$ cat config.mk
export PLATFORM = sky130hd
export DESIGN_NAME = wb_arb
export DESIGN_NICKNAME = d
export VERILOG_FILES = /design/src/rtl/wb_arb.sv
export SDC_FILE = /design/constraint.sdc
export NUM_CORES = 1
export LEC_CHECK = 0
export ABC_AREA = 1
export BUFFER_PORTS_ARGS = -buffer_cell sky130_fd_sc_hd__buf_2
export CAP_MARGIN = 5
export CORE_UTILIZATION = 46
export CTS_CLUSTER_SIZE = 16
export DETAILED_ROUTE_END_ITERATION = 10
export MAX_ROUTING_LAYER = met4
export PLACE_DENSITY_LB_ADDON = 0.12
export SLEW_MARGIN = 20
export SYNTH_ARGS = -nofsm -noshare
export SYNTH_HDL_FRONTEND = slang
export SYNTH_SLANG_ARGS = --single-unit
$ cat constraint.sdc
create_clock -name clk -period 1.5 [get_ports clk]
set_input_delay 0.075 -clock clk [delete_from_list [all_inputs] [get_ports clk]]
set_output_delay 0.075 -clock clk [all_outputs]
set_load 0.02 [all_outputs]
$ cat src/rtl/wb_arb.sv
// Round-robin writeback arbiter: accepts one producer result per cycle over
// valid/ready and drives a single registered register-file write port.
module wb_arb #(
  parameter int REGBITS = 5,
  parameter int LOGSIZE = 64,
  parameter int NCH     = 2,
  parameter int CNTBITS = 32,
  localparam int SRCBITS = (NCH > 1) ? $clog2(NCH) : 1
) (
  input  logic                     clk,
  input  logic                     rst,
  input  logic                     wb_stall,
  input  logic [NCH-1:0]           in_valid,
  output logic [NCH-1:0]           in_ready,
  input  logic [NCH*REGBITS-1:0]   in_rd,
  input  logic [NCH*LOGSIZE-1:0]   in_data,
  output logic                     wr_en,
  output logic [REGBITS-1:0]       wr_addr,
  output logic [LOGSIZE-1:0]       wr_data,
  output logic [SRCBITS-1:0]       wr_src,
  output logic [CNTBITS-1:0]       retire_cnt
);

  // Handshake: channel i transfers on a posedge where in_valid[i] && in_ready[i].
  // in_ready is a pure function of in_valid, rr_ptr, wb_stall and rst, so a
  // producer may hold valid/data stable until it sees ready.

  logic [SRCBITS-1:0] rr_ptr;
  logic [SRCBITS-1:0] gnt_idx;
  logic               gnt_any;
  logic [NCH-1:0]     gnt;
  logic [SRCBITS:0]   scan;
  logic [REGBITS-1:0] rd_g;
  logic [LOGSIZE-1:0] data_g;
  logic [SRCBITS-1:0] ptr_next;

  always_comb begin
    gnt     = '0;
    gnt_idx = '0;
    gnt_any = 1'b0;
    scan    = '0;
    if (!rst && !wb_stall) begin
      for (int k = 0; k < NCH; k++) begin
        // Circular search starting at rr_ptr, wrapping at NCH.
        scan = {1'b0, rr_ptr} + (SRCBITS+1)'(k);
        if (scan >= (SRCBITS+1)'(NCH)) scan = scan - (SRCBITS+1)'(NCH);
        if (!gnt_any && in_valid[scan[SRCBITS-1:0]]) begin
          gnt_any = 1'b1;
          gnt_idx = scan[SRCBITS-1:0];
        end
      end
    end
    if (gnt_any) gnt[gnt_idx] = 1'b1;
  end

  assign in_ready = gnt;

  always_comb begin
    rd_g   = '0;
    data_g = '0;
    for (int i = 0; i < NCH; i++) begin
      if (gnt_idx == SRCBITS'(i)) begin
        rd_g   = in_rd[i*REGBITS +: REGBITS];
        data_g = in_data[i*LOGSIZE +: LOGSIZE];
      end
    end
  end

  always_comb begin
    if (gnt_idx == SRCBITS'(NCH-1)) ptr_next = '0;
    else                            ptr_next = gnt_idx + SRCBITS'(1);
  end

  always_ff @(posedge clk) begin
    if (rst) begin
      wr_en      <= 1'b0;
      wr_addr    <= '0;
      wr_data    <= '0;
      wr_src     <= '0;
      retire_cnt <= '0;
      rr_ptr     <= '0;
    end else begin
      // x0 writes retire and update the port fields, but never assert wr_en.
      wr_en <= gnt_any && (rd_g != '0);
      if (gnt_any) begin
        wr_addr    <= rd_g;
        wr_data    <= data_g;
        wr_src     <= gnt_idx;
        retire_cnt <= retire_cnt + CNTBITS'(1);
        rr_ptr     <= ptr_next;
      end
    end
  end

endmodule
==> impl_metrics.py, run 1 <==
metrics = {
    "outcome": {
        "outcome": "finished with violations",
        "violations": "setup timing",
    },
    "sta": {
        "finalWorstPathRequiredPeriod_ns": 1.51,
        "hold_ws_ns": 0.00787,
        "tightest_slew_ns": 0.792,
        "clock_skew_ns": 0.0125,
        "fin_crit_sh_pct": 101,
        "rsz0062_at_grt": "yes",
        "fin_ws_ns": -0.0138,
        "fmax_mhz": 661,
        "finalSetupViolCount": 1,
        "maxSlewViolCount": 0,
        "hold_viol_final": 0,
        "relSlewSlack_pct": 47.2,
    },
    "clocking": {
        "cts_num_sinks": 104,
        "cts.path.max_buffers": 2,
        "clk_pin_slew_ns": 0.09,
        "worstSkewPairLatency_ns": 0.37,
        "cts-root-buf": "clkbuf_8",
        "htree_num_levels": 3,
        "tritoncts": "built",
        "cts_buffers": 9,
    },
    "finish": {
        "fill_cells": 821,
        "n_antenna_cell": 0,
        "nNetsFinal": 1125,
        "drive_gt1_share_pct": 33.3,
        "design_area_um2": 7300,
        "area_delta_synth_final_pct": 51.0,
    },
    "worst_setup_path": {
        "critical_path.startpoint_type": "flip-flop",
        "cp_max_fo": 5,
        "cp_slowest_cell": "dfxtp_4",
        "cp_cell_sequence": "ha_1, inv_1, nor2_4, nand3_2, nor2_2, o21ai_0, a21oi_1",
        "worstSetupPathType": "reg2reg",
        "ff2ff_path_depth": 7,
        "critPathMaxStageDelay_ns": 0.38,
        "cp_data_required_time_ns": 1.81,
        "worst-endpoint-arrival_ns": 1.82,
        "crit_path_end_kind": "flip-flop",
    },
    "place": {
        "finalWeightedCongestion": 0.903,
        "hpwl_mm": 10.0,
        "io_buffers": 247,
        "preCtsSetupSlack_ns": -0.0698,
        "placed_area_um2": 6260,
    },
    "power": {
        "peakVddDrop_mv": 0.463,
        "leakagePower_nw": 3.38,
        "cellPowerDensity_nw_per_um2": 803,
        "switching_share_pct": 26.0,
        "power_switching_w": 0.00153,
        "combPwrFrac_pct": 17.6,
        "seqPwrFrac_pct": 49.8,
        "clkPwrFrac_pct": 32.6,
        "intPower_w": 0.00434,
    },
    "route": {
        "drt_wl_total_mm": 16.5,
        "vias": 5874,
        "drc": 0,
        "drt_iter0_drc": 356,
        "route.met2.wl_mm": 8.26,
        "wl_met1_mm": 6.54,
        "wl_met3_mm": 1.24,
        "postRouteAntennaNets": 0,
        "top_layer": "met4",
        "first_pass_iters": 7,
        "avgViaCountPerCell": 5.24,
        "drt-wirelength-per-cell_um": 14.7,
    },
    "floorplan": {
        "dieWidth_um": 104,
        "ioPinCount": 248,
        "num_rows": 37,
        "fp.coreArea_um2": 10200,
        "start_util_pct": 47.2,
        "fp.dieArea_um2": 10900,
        "dieHeight_um": 104,
    },
    "grt": {
        "grt_pass1_wl_mm": 25.8,
        "overflow": 0,
        "grt_pass1_vias": 5552,
        "antenna_found_initial": 0,
        "grt_start_max_net_pins": 77,
        "grtUsageTotal_pct": 30.2,
    },
    "yosys": {
        "yosysWarnings": 0,
        "synth_ff_type": "dfxtp_1",
        "synth.net_count": 819,
        "synth_area_leaders": "dfxtp_1, nand2_1, o21a_1, a21oi_1, o21ai_0",
        "syn_inst": 675,
        "synth-seq-area-share_pct": 43.1,
        "synth_top_area_cell": "dfxtp_1",
        "yosys.cell_types.count": 26,
        "synth_top_area_share_pct": 43.1,
        "synth_edf_count": 0,
        "syn_avg_cell_area_um2": 7.16,
        "synth.most_common_cell": "nand2_1",
        "synth.cells.most_frequent": "nand2_1, dfxtp_1, a21oi_1",
        "async_flop_share_pct": 0,
        "synth_area_um2": 4830,
        "synth_seq_cells": 104,
    },
    "hold_path": {
        "min_path_cells": 3,
        "hp-class": "in2reg",
    },
    "flow_run": {
        "drv_cap": 0,
    },
}
==> worst max-delay path: cells and delay by family (launching register included) <==
| family | cells | cell delay [ns] |
|---|---|---|
| and+or+nand+nor | 3 | 0.59 |
| adders and majority gates | 1 | 0.15 |
| DFF | 1 | 0.38 |
| buffers and inverters | 1 | 0.07 |
| AOI/OAI and AO/OA | 2 | 0.27 |
==> cell type report <==
cell class,instances,area [um^2],area share [%]
inverter,49,186,2.55
tap,136,170,2.33
clock buffer,13,149,2.04
clock inverter,3,65.1,0.892
sequential,104,2100,28.8
multi-input combinational,481,2460,33.7
timing repair buffer,336,2170,29.7
==> cell families after synthesis <==
kind of cell    after synthesis  share of synthesized area [%]
flops                       104                           43.1
fa+ha+maj                     1                          0.259
xor+xnor                      4                          0.725
simple gates                260                           22.9
buf+inv                      91                           7.79
compound gates              215                           25.3
==> layer usage <==
layer,up-vias,global-route usage [%]
met2,316,51.1
met5,-,-
met3,51,5.33
met1,2627,34.5
met4,0,14.1
li1,2880,-
==> metrics by stage <==
stage                     utilization, %  std cells  power [W]  TNS (ns)
after detailed placement            61.2       1036    0.00384    -0.334
after global placement              61.2       1036    0.00382         0
final                               71.3       1122    0.00586   -0.0138
after floorplan                        -        675    0.00346         0
after global routing                71.3       1122    0.00609    -0.394
after CTS                           70.3       1116    0.00587  -0.00626
==> state kept, by name, summed over array words and instances, names as in the netlist <==
name / count
rr_ptr: 1
wr_src: 1
retire_cnt: 32
wr_en: 1
wr_data: 64
wr_addr: 5
==> final timing paths <==
path | startpoint | to | slack, ns
worst min-delay path | in_data[19] | wr_data[19] | 0.008
worst min register to register | wr_data[51] | wr_data[51] | 0.46
worst max register to register | retire_cnt[1] | retire_cnt[12] | -0.01
worst max-delay path | retire_cnt[1] | retire_cnt[12] | -0.01
==> cells in the final DEF, fill, tap and decap left out, types with 2 or more instances in the layout <==
cell | Yosys | layout
or2_2 | 2 | 2
a31o_2 | 2 | 2
dfxtp_1 | 104 | 93
nor2_4 | 2 | 6
nand2_2 | 0 | 2
o21ai_1 | 38 | 40
nand4_1 | 15 | 15
inv_1 | 47 | 47
nor2_2 | 3 | 6
o21a_1 | 52 | 52
bufinv_16 | 0 | 2
o211ai_1 | 2 | 2
buf_2 | 10 | 246
dfxtp_2 | 0 | 10
o21ai_0 | 51 | 49
dlygate4sd3_1 | 0 | 59
bufbuf_16 | 0 | 2
nand2_1 | 126 | 124
nand3_2 | 1 | 5
clkbuf_8 | 0 | 10
buf_4 | 6 | 23
nor2_1 | 65 | 59
nand3_1 | 44 | 39
xor2_1 | 3 | 3
buf_12 | 0 | 5
a21oi_1 | 69 | 69
clkbuf_1 | 22 | 3
==> power by group through the flow <==
| stage | combinational, W | sequential [W] | clock (W) |
|---|---|---|---|
| 2_1_floorplan | 0.000344 | 0.00312 | 0 |
| 3_3_place_gp | 0.000841 | 0.00298 | 0 |
| 5_1_grt | 0.00111 | 0.00293 | 0.00205 |
| 4_1_cts | 0.00100 | 0.00292 | 0.00194 |
| 3_5_place_dp | 0.000857 | 0.00298 | 0 |
| 6_report | 0.00103 | 0.00292 | 0.00191 |
==> repair_timing <==
action / 4_1_cts / 5_1_grt
cloned: 3 / 0
gates resized for setup: 8 / 26
endpoints found under the setup margin: 9 / 20
hold endpoints to repair: 56 / 0
buffers inserted: 2 / 6
pin swaps: 1 / 5
hold buffers: 59 / 0
Power figures use the tool's default switching activity.
==> run 2: changes to the inputs <==
CELL_PAD_IN_SITES_DETAIL_PLACEMENT = 1   (was default)
CELL_PAD_IN_SITES_GLOBAL_PLACEMENT = 1   (was default)
CORE_UTILIZATION = 31   (was 46)
SKIP_LAST_GASP = 1   (was default)
==> run 2 against run 1 <==
Compared with the run above: the flow now finishes without violations; global-route usage down 7.0 points; fmax up 6.5%; wire length is 8.3% higher; hold slack improved by 0.0013 ns; die area up 47%; core utilization down 24 points.
==> impl_metrics.py, run 2 (synthesis gave the netlist of run 1 again) <==
metrics = {
    "worst_setup_path": {
        "cp_data_required_time_ns": 1.42,
        "worstSetupPathType": "reg2out",
        "reg2reg_to": "retire_cnt[24]",
        "crit_top_cell": "inv_2",
        "critPathMaxStageDelay_ns": 0.33,
        "ff2ff_path_depth": 9,
        "cp_slowest_cell": "dfxtp_1",
        "critical_path.startpoint_type": "flip-flop",
        "worst-endpoint-arrival_ns": 1.35,
        "cp_max_fo": 18,
        "reg2reg_slack_ns": 0.09,
        "cp_cell_sequence": "inv_2, nand2_2, nand3_4, inv_2, buf_12, buf_4",
        "crit_path_end_kind": "output pin",
        "reg2reg_from": "retire_cnt[1]",
    },
    "sta": {
        "finalWorstPathRequiredPeriod_ns": 1.42,
        "hold_ws_ns": 0.00917,
        "tightest_slew_ns": 0.582,
        "maxSlewViolCount": 0,
        "rsz0062_at_grt": "yes",
        "tns_ns": 0,
        "hold_viol_final": 0,
        "relSlewSlack_pct": 61.2,
        "clock_skew_ns": 0.00905,
        "fin_crit_sh_pct": 94.7,
        "finalSetupViolCount": 0,
        "fmax_mhz": 704,
    },
    "finish": {
        "final_common_cell": "buf_2",
        "area_delta_synth_final_pct": 47.4,
        "nNetsFinal": 1091,
        "mostFrequentLayoutCells": "buf_2, nand2_1, dfxtp_1, a21oi_1, nor2_1",
        "largest_reg_flops": 64,
        "largest-register": "wr_data",
        "drive_gt1_share_pct": 34.8,
        "reg_top3": "wr_data (64), retire_cnt (32), wr_addr (5)",
        "final_cells": 1144,
        "design_area_um2": 7120,
    },
    "grt": {
        "overflow": 0,
        "grt_pass1_vias": 5962,
        "grtUsageTotal_pct": 23.2,
        "antenna_found_initial": 4,
        "grt_pass1_wl_mm": 28.6,
        "grt_start_max_net_pins": 77,
    },
    "place": {
        "placed_area_um2": 6350,
        "io_buffers": 247,
        "hpwl_mm": 12.6,
        "dpl.cell_count": 1093,
        "finalWeightedCongestion": 0.784,
    },
    "flow_run": {
        "drv_cap": 0,
    },
    "power": {
        "leakagePower_nw": 3.26,
        "clkPwrFrac_pct": 37.9,
        "peakVddDrop_mv": 0.479,
        "cellPowerDensity_nw_per_um2": 879,
        "combPwrFrac_pct": 15.4,
        "seqPwrFrac_pct": 46.6,
        "power_switching_w": 0.00169,
        "switching_share_pct": 26.9,
        "intPower_w": 0.00457,
    },
    "floorplan": {
        "num_rows": 45,
        "fp.dieArea_um2": 16100,
        "fp.coreArea_um2": 15200,
        "ioPinCount": 248,
        "dieWidth_um": 127,
        "dieHeight_um": 127,
        "start_util_pct": 31.8,
    },
    "hold_path": {
        "holdPathEnd": "wr_data[0]",
        "min_path_cells": 3,
        "worstHoldStart": "in_data[0]",
        "hp-class": "in2reg",
    },
    "route": {
        "drt-wirelength-per-cell_um": 15.6,
        "first_pass_iters": 4,
        "postRouteAntennaNets": 0,
        "drc": 0,
        "avgViaCountPerCell": 4.91,
        "drt_iter0_drc": 187,
        "route.met2.wl_mm": 8.86,
        "wl_met1_mm": 7.69,
        "vias": 5620,
        "wl_met3_um": 843,
        "top_layer": "met4",
        "drt_wl_total_mm": 17.9,
    },
    "outcome": {
        "outcome": "completed",
    },
    "clocking": {
        "cts-root-buf": "clkbuf_16",
        "htree_num_levels": 3,
        "cts_buffers": 9,
        "cts.path.max_buffers": 2,
        "clk_pin_slew_ns": 0.07,
        "cts_num_sinks": 104,
        "worstSkewPairLatency_ns": 0.35,
        "tritoncts": "built",
    },
}
==> run 2: changes by cell type in the layout (fill, tap and decap cells not counted), moves of 3 or more <==
| cell | delta |
|---|---|
| diode_2 | +4 |
| inv_2 | +3 |
| clkbuf_8 | -10 |
| clkbuf_16 | +9 |
| dfxtp_1 | +4 |
| dfxtp_2 | -7 |
| dlygate4sd3_1 | -33 |
| dfxtp_4 | +3 |
==> run 2: power by group through the flow <==
stage	Combinational (W)	Sequential, W	Clock (W)
after global routing	0.00105	0.00293	0.00256
after detailed placement	0.000891	0.00299	0
after floorplan	0.000344	0.00312	0
after CTS	0.000962	0.00292	0.00245
after global placement	0.000870	0.00298	0
final	0.000965	0.00292	0.00238
==> run 2: layout make-up <==
| class | instances | area [um^2] |
|---|---|---|
| Fill cell | 1955 | 8080 |
| Multi-Input combinational cell | 481 | 2490 |
| Sequential cell | 104 | 2100 |
| Timing Repair Buffer | 302 | 1810 |
| Tap cell | 188 | 235 |
| Clock buffer | 10 | 229 |
| Inverter | 49 | 184 |
| Clock inverter | 6 | 60.1 |
| Antenna cell | 4 | 10.0 |
==> run 2: stage by stage <==
step,util [%],worst slack [ns],total power [W]
detailed placement,41.8,-0.112,0.00388
floorplan,-,0.00104,0.00346
global route,46.9,-0.0427,0.00655
finish,46.9,0.0792,0.00626
global placement,41.8,0.00307,0.00385
CTS,46.1,-0.0254,0.00633
==> run 2: repair_timing <==
item                                    4_1_cts  5_1_grt
endpoints found under the setup margin       13       72
resized for setup                            11       33
hold endpoints to repair                     26        0
hold buffers                                 26        0
cloned                                        2        0
setup buffers                                 2        1
pin swaps                                     2       12
==> run 2: routing by layer <==
metal,up-vias,GRT usage (%)
met5,-,-
met3,28,3.84
met1,2615,26.1
met2,168,40.6
met4,0,10.1
li1,2809,-
==> run 2: worst max-delay path by stage <==
stage	from	endpoint	slack, ns	cells after the start
5_1_grt	retire_cnt[9]	retire_cnt[27]	-0.04	9
3_3_place_gp	retire_cnt[0]	retire_cnt[28]	0.003	9
4_1_cts	rr_ptr	in_ready[1]	-0.03	6
6_report	rr_ptr	in_ready[1]	0.08	6
3_5_place_dp	retire_cnt[0]	retire_cnt[20]	-0.11	8
2_1_floorplan	retire_cnt[0]	retire_cnt[26]	0.001	8
==> run 2: critical path, delay by kind of cell (launching register included) <==
family	cells	cell delay (ns)
buf+inv	4	0.47
flops	1	0.33
simple gates	2	0.19
==> run 3: changes to the inputs <==
CELL_PAD_IN_SITES_GLOBAL_PLACEMENT = 2   (was 1)
CORE_UTILIZATION = 23   (was 31)
==> run 3 against run 2 <==
Compared with the run above: count of clock-buffer cells in the layout rose by 4; highest routed layer unchanged; die area rose by 34%; via count grew 1.8%; final cell count is 8.8% higher; wire length grew 8.7%; non-clock buffer count up 21; critical path type is now reg2reg.
==> impl_metrics.py, run 3 (synthesis gave the netlist of run 1 again) <==
metrics = {
    "worst_setup_path": {
        "critical_path.startpoint_type": "flip-flop",
        "ff2ff_path_depth": 9,
        "critPathMaxStageDelay_ns": 0.36,
        "cp_top_family": "simple AND/OR/NAND/NOR gates",
        "crit_path_end_kind": "flip-flop",
        "crit_top_cell": "nand2_1",
        "cp_max_fo": 4,
        "worstSetupPathType": "reg2reg",
        "cp_data_required_time_ns": 1.75,
        "cp_slowest_cell": "dfxtp_4",
        "worst-endpoint-arrival_ns": 1.71,
        "cp_cell_sequence": "ha_4, inv_2, nor2_4, buf_6, nand4_1, nor2_2, nand2_1, nand2_1, nor2_1",
        "cp.buffers_inverters": 2,
        "reg2reg_from": "retire_cnt[1]",
        "reg2reg_to": "retire_cnt[18]",
        "reg2reg_slack_ns": 0.04,
    },
    "route": {
        "drt_iter0_drc": 141,
        "drt_wl_total_mm": 19.5,
        "wl_met3_mm": 1.06,
        "drc": 0,
        "avgViaCountPerCell": 4.60,
        "route.met2.wl_mm": 9.67,
        "first_pass_iters": 5,
        "top_layer": "met4",
        "postRouteAntennaNets": 0,
        "wl_met1_mm": 8.35,
        "vias": 5721,
        "drt-wirelength-per-cell_um": 15.6,
    },
    "floorplan": {
        "num_rows": 52,
        "fp.dieArea_um2": 21600,
        "ioPinCount": 248,
        "start_util_pct": 23.7,
        "dieHeight_um": 147,
        "fp.coreArea_um2": 20400,
        "dieWidth_um": 147,
    },
    "sta": {
        "relSlewSlack_pct": 60.3,
        "maxSlewViolCount": 0,
        "finalWorstPathRequiredPeriod_ns": 1.46,
        "tightest_slew_ns": 0.595,
        "clock_skew_ns": 0.00663,
        "fmax_mhz": 686,
        "rsz0062_at_grt": "yes",
        "fin_crit_sh_pct": 97.2,
        "hold_viol_final": 0,
        "finalSetupViolCount": 0,
        "fin_ws_ns": 0.0414,
    },
    "place": {
        "io_buffers": 247,
        "hpwl_mm": 13.9,
        "preCtsSetupSlack_ns": -0.143,
        "finalWeightedCongestion": 0.756,
        "placed_area_um2": 6560,
        "dpl.cell_count": 1183,
    },
    "clocking": {
        "worstSkewPairLatency_ns": 0.36,
        "cts_buffers": 9,
        "cts-root-buf": "clkbuf_16",
        "htree_num_levels": 3,
        "cts.path.max_buffers": 2,
        "clk_pin_slew_ns": 0.07,
        "cts_num_sinks": 104,
        "tritoncts": "built",
    },
    "finish": {
        "largest_reg_flops": 64,
        "area_delta_synth_final_pct": 53.5,
        "largest-register": "wr_data",
        "design_area_um2": 7420,
        "nNetsFinal": 1112,
        "final_common_cell": "buf_2",
        "final_cells": 1245,
        "mostFrequentLayoutCells": "buf_2, nand2_1, dfxtp_1, a21oi_1, nor2_1",
        "drive_gt1_share_pct": 35.6,
        "reg_top3": "wr_data (64), retire_cnt (32), wr_addr (5)",
        "final_util_pct": 36.3,
    },
    "hold_path": {
        "holdPathEnd": "wr_data[51]",
        "worstHoldStart": "in_data[51]",
        "min_path_cells": 3,
        "hp-class": "in2reg",
    },
    "power": {
        "peakVddDrop_mv": 0.529,
        "cellPowerDensity_nw_per_um2": 838,
        "leakagePower_nw": 3.34,
        "finalPower_w": 0.00621,
    },
    "outcome": {
        "outcome": "completed",
    },
    "grt": {
        "antenna_found_initial": 2,
        "grt_start_max_net_pins": 67,
        "grt_pass1_wl_mm": 30.8,
        "overflow": 0,
        "grtUsageTotal_pct": 18.7,
        "grt_pass1_vias": 6120,
    },
    "flow_run": {
        "drv_cap": 0,
    },
}
==> run 3: what timing repair did <==
| action | CTS | global route |
|---|---|---|
| hold endpoints to repair | 34 | 0 |
| gates resized for setup | 16 | 33 |
| buffers inserted | 4 | 5 |
| endpoints found under the setup margin | 18 | 47 |
| cloned | 2 | 0 |
| hold buffers | 34 | 0 |
| pin swaps | 2 | 12 |
==> run 3: area by class of cell <==
class | count | area, um^2
diodes | 2 | 5.00
clock buffers | 14 | 254
clock inverters | 2 | 15.0
fillers | 2598 | 13000
inverters | 49 | 186
multi-input cells | 481 | 2520
flip-flops and latches | 104 | 2090
well taps | 270 | 338
repair buffers | 323 | 2000
==> run 3: worst register-to-register path, cell delays in order (launching register included) <==
cell	delay (ns)
dfxtp_4	0.36
ha_4	0.13
inv_2	0.04
nor2_4	0.18
buf_6	0.13
nand4_1	0.13
nor2_2	0.19
nand2_1	0.07
nand2_1	0.07
nor2_1	0.04
==> run 3: layer usage <==
metal  global-route usage (%)  vias to the layer above
met5                        -                        -
met4                     6.86                        0
met3                     4.01                       20
met2                     32.9                      159
met1                     20.7                     2691
li1                         -                     2851
==> run 3: report_power, final <==
group	total, W	internal [W]	switching [W]
clock network	0.00228	0.00118	0.00110
registers	0.00292	0.00287	0.0000534
logic	0.00101	0.000451	0.000561
total	0.00621	0.00450	0.00172
==> run 3: worst max path at each step <==
stage	end	startpoint	slack [ns]	depth (start not counted)
2_1_floorplan	retire_cnt[26]	retire_cnt[0]	0.001	8
4_1_cts	retire_cnt[10]	retire_cnt[0]	-0.01	8
3_3_place_gp	retire_cnt[28]	retire_cnt[0]	-0.01	9
6_report	retire_cnt[18]	retire_cnt[1]	0.04	9
3_5_place_dp	retire_cnt[28]	retire_cnt[0]	-0.14	9
5_1_grt	retire_cnt[18]	retire_cnt[2]	-0.07	8
==> run 3: through the flow <==
| step | setup TNS [ns] | hold slack, ns |
|---|---|---|
| after global routing | -0.383 | 0.00566 |
| final | 0 | 0.00311 |
| after CTS | -0.0161 | 0.00146 |
| after floorplan | 0 | 0.252 |
| after detailed placement | -1.01 | 0.351 |
| after global placement | -0.00978 | 0.338 |
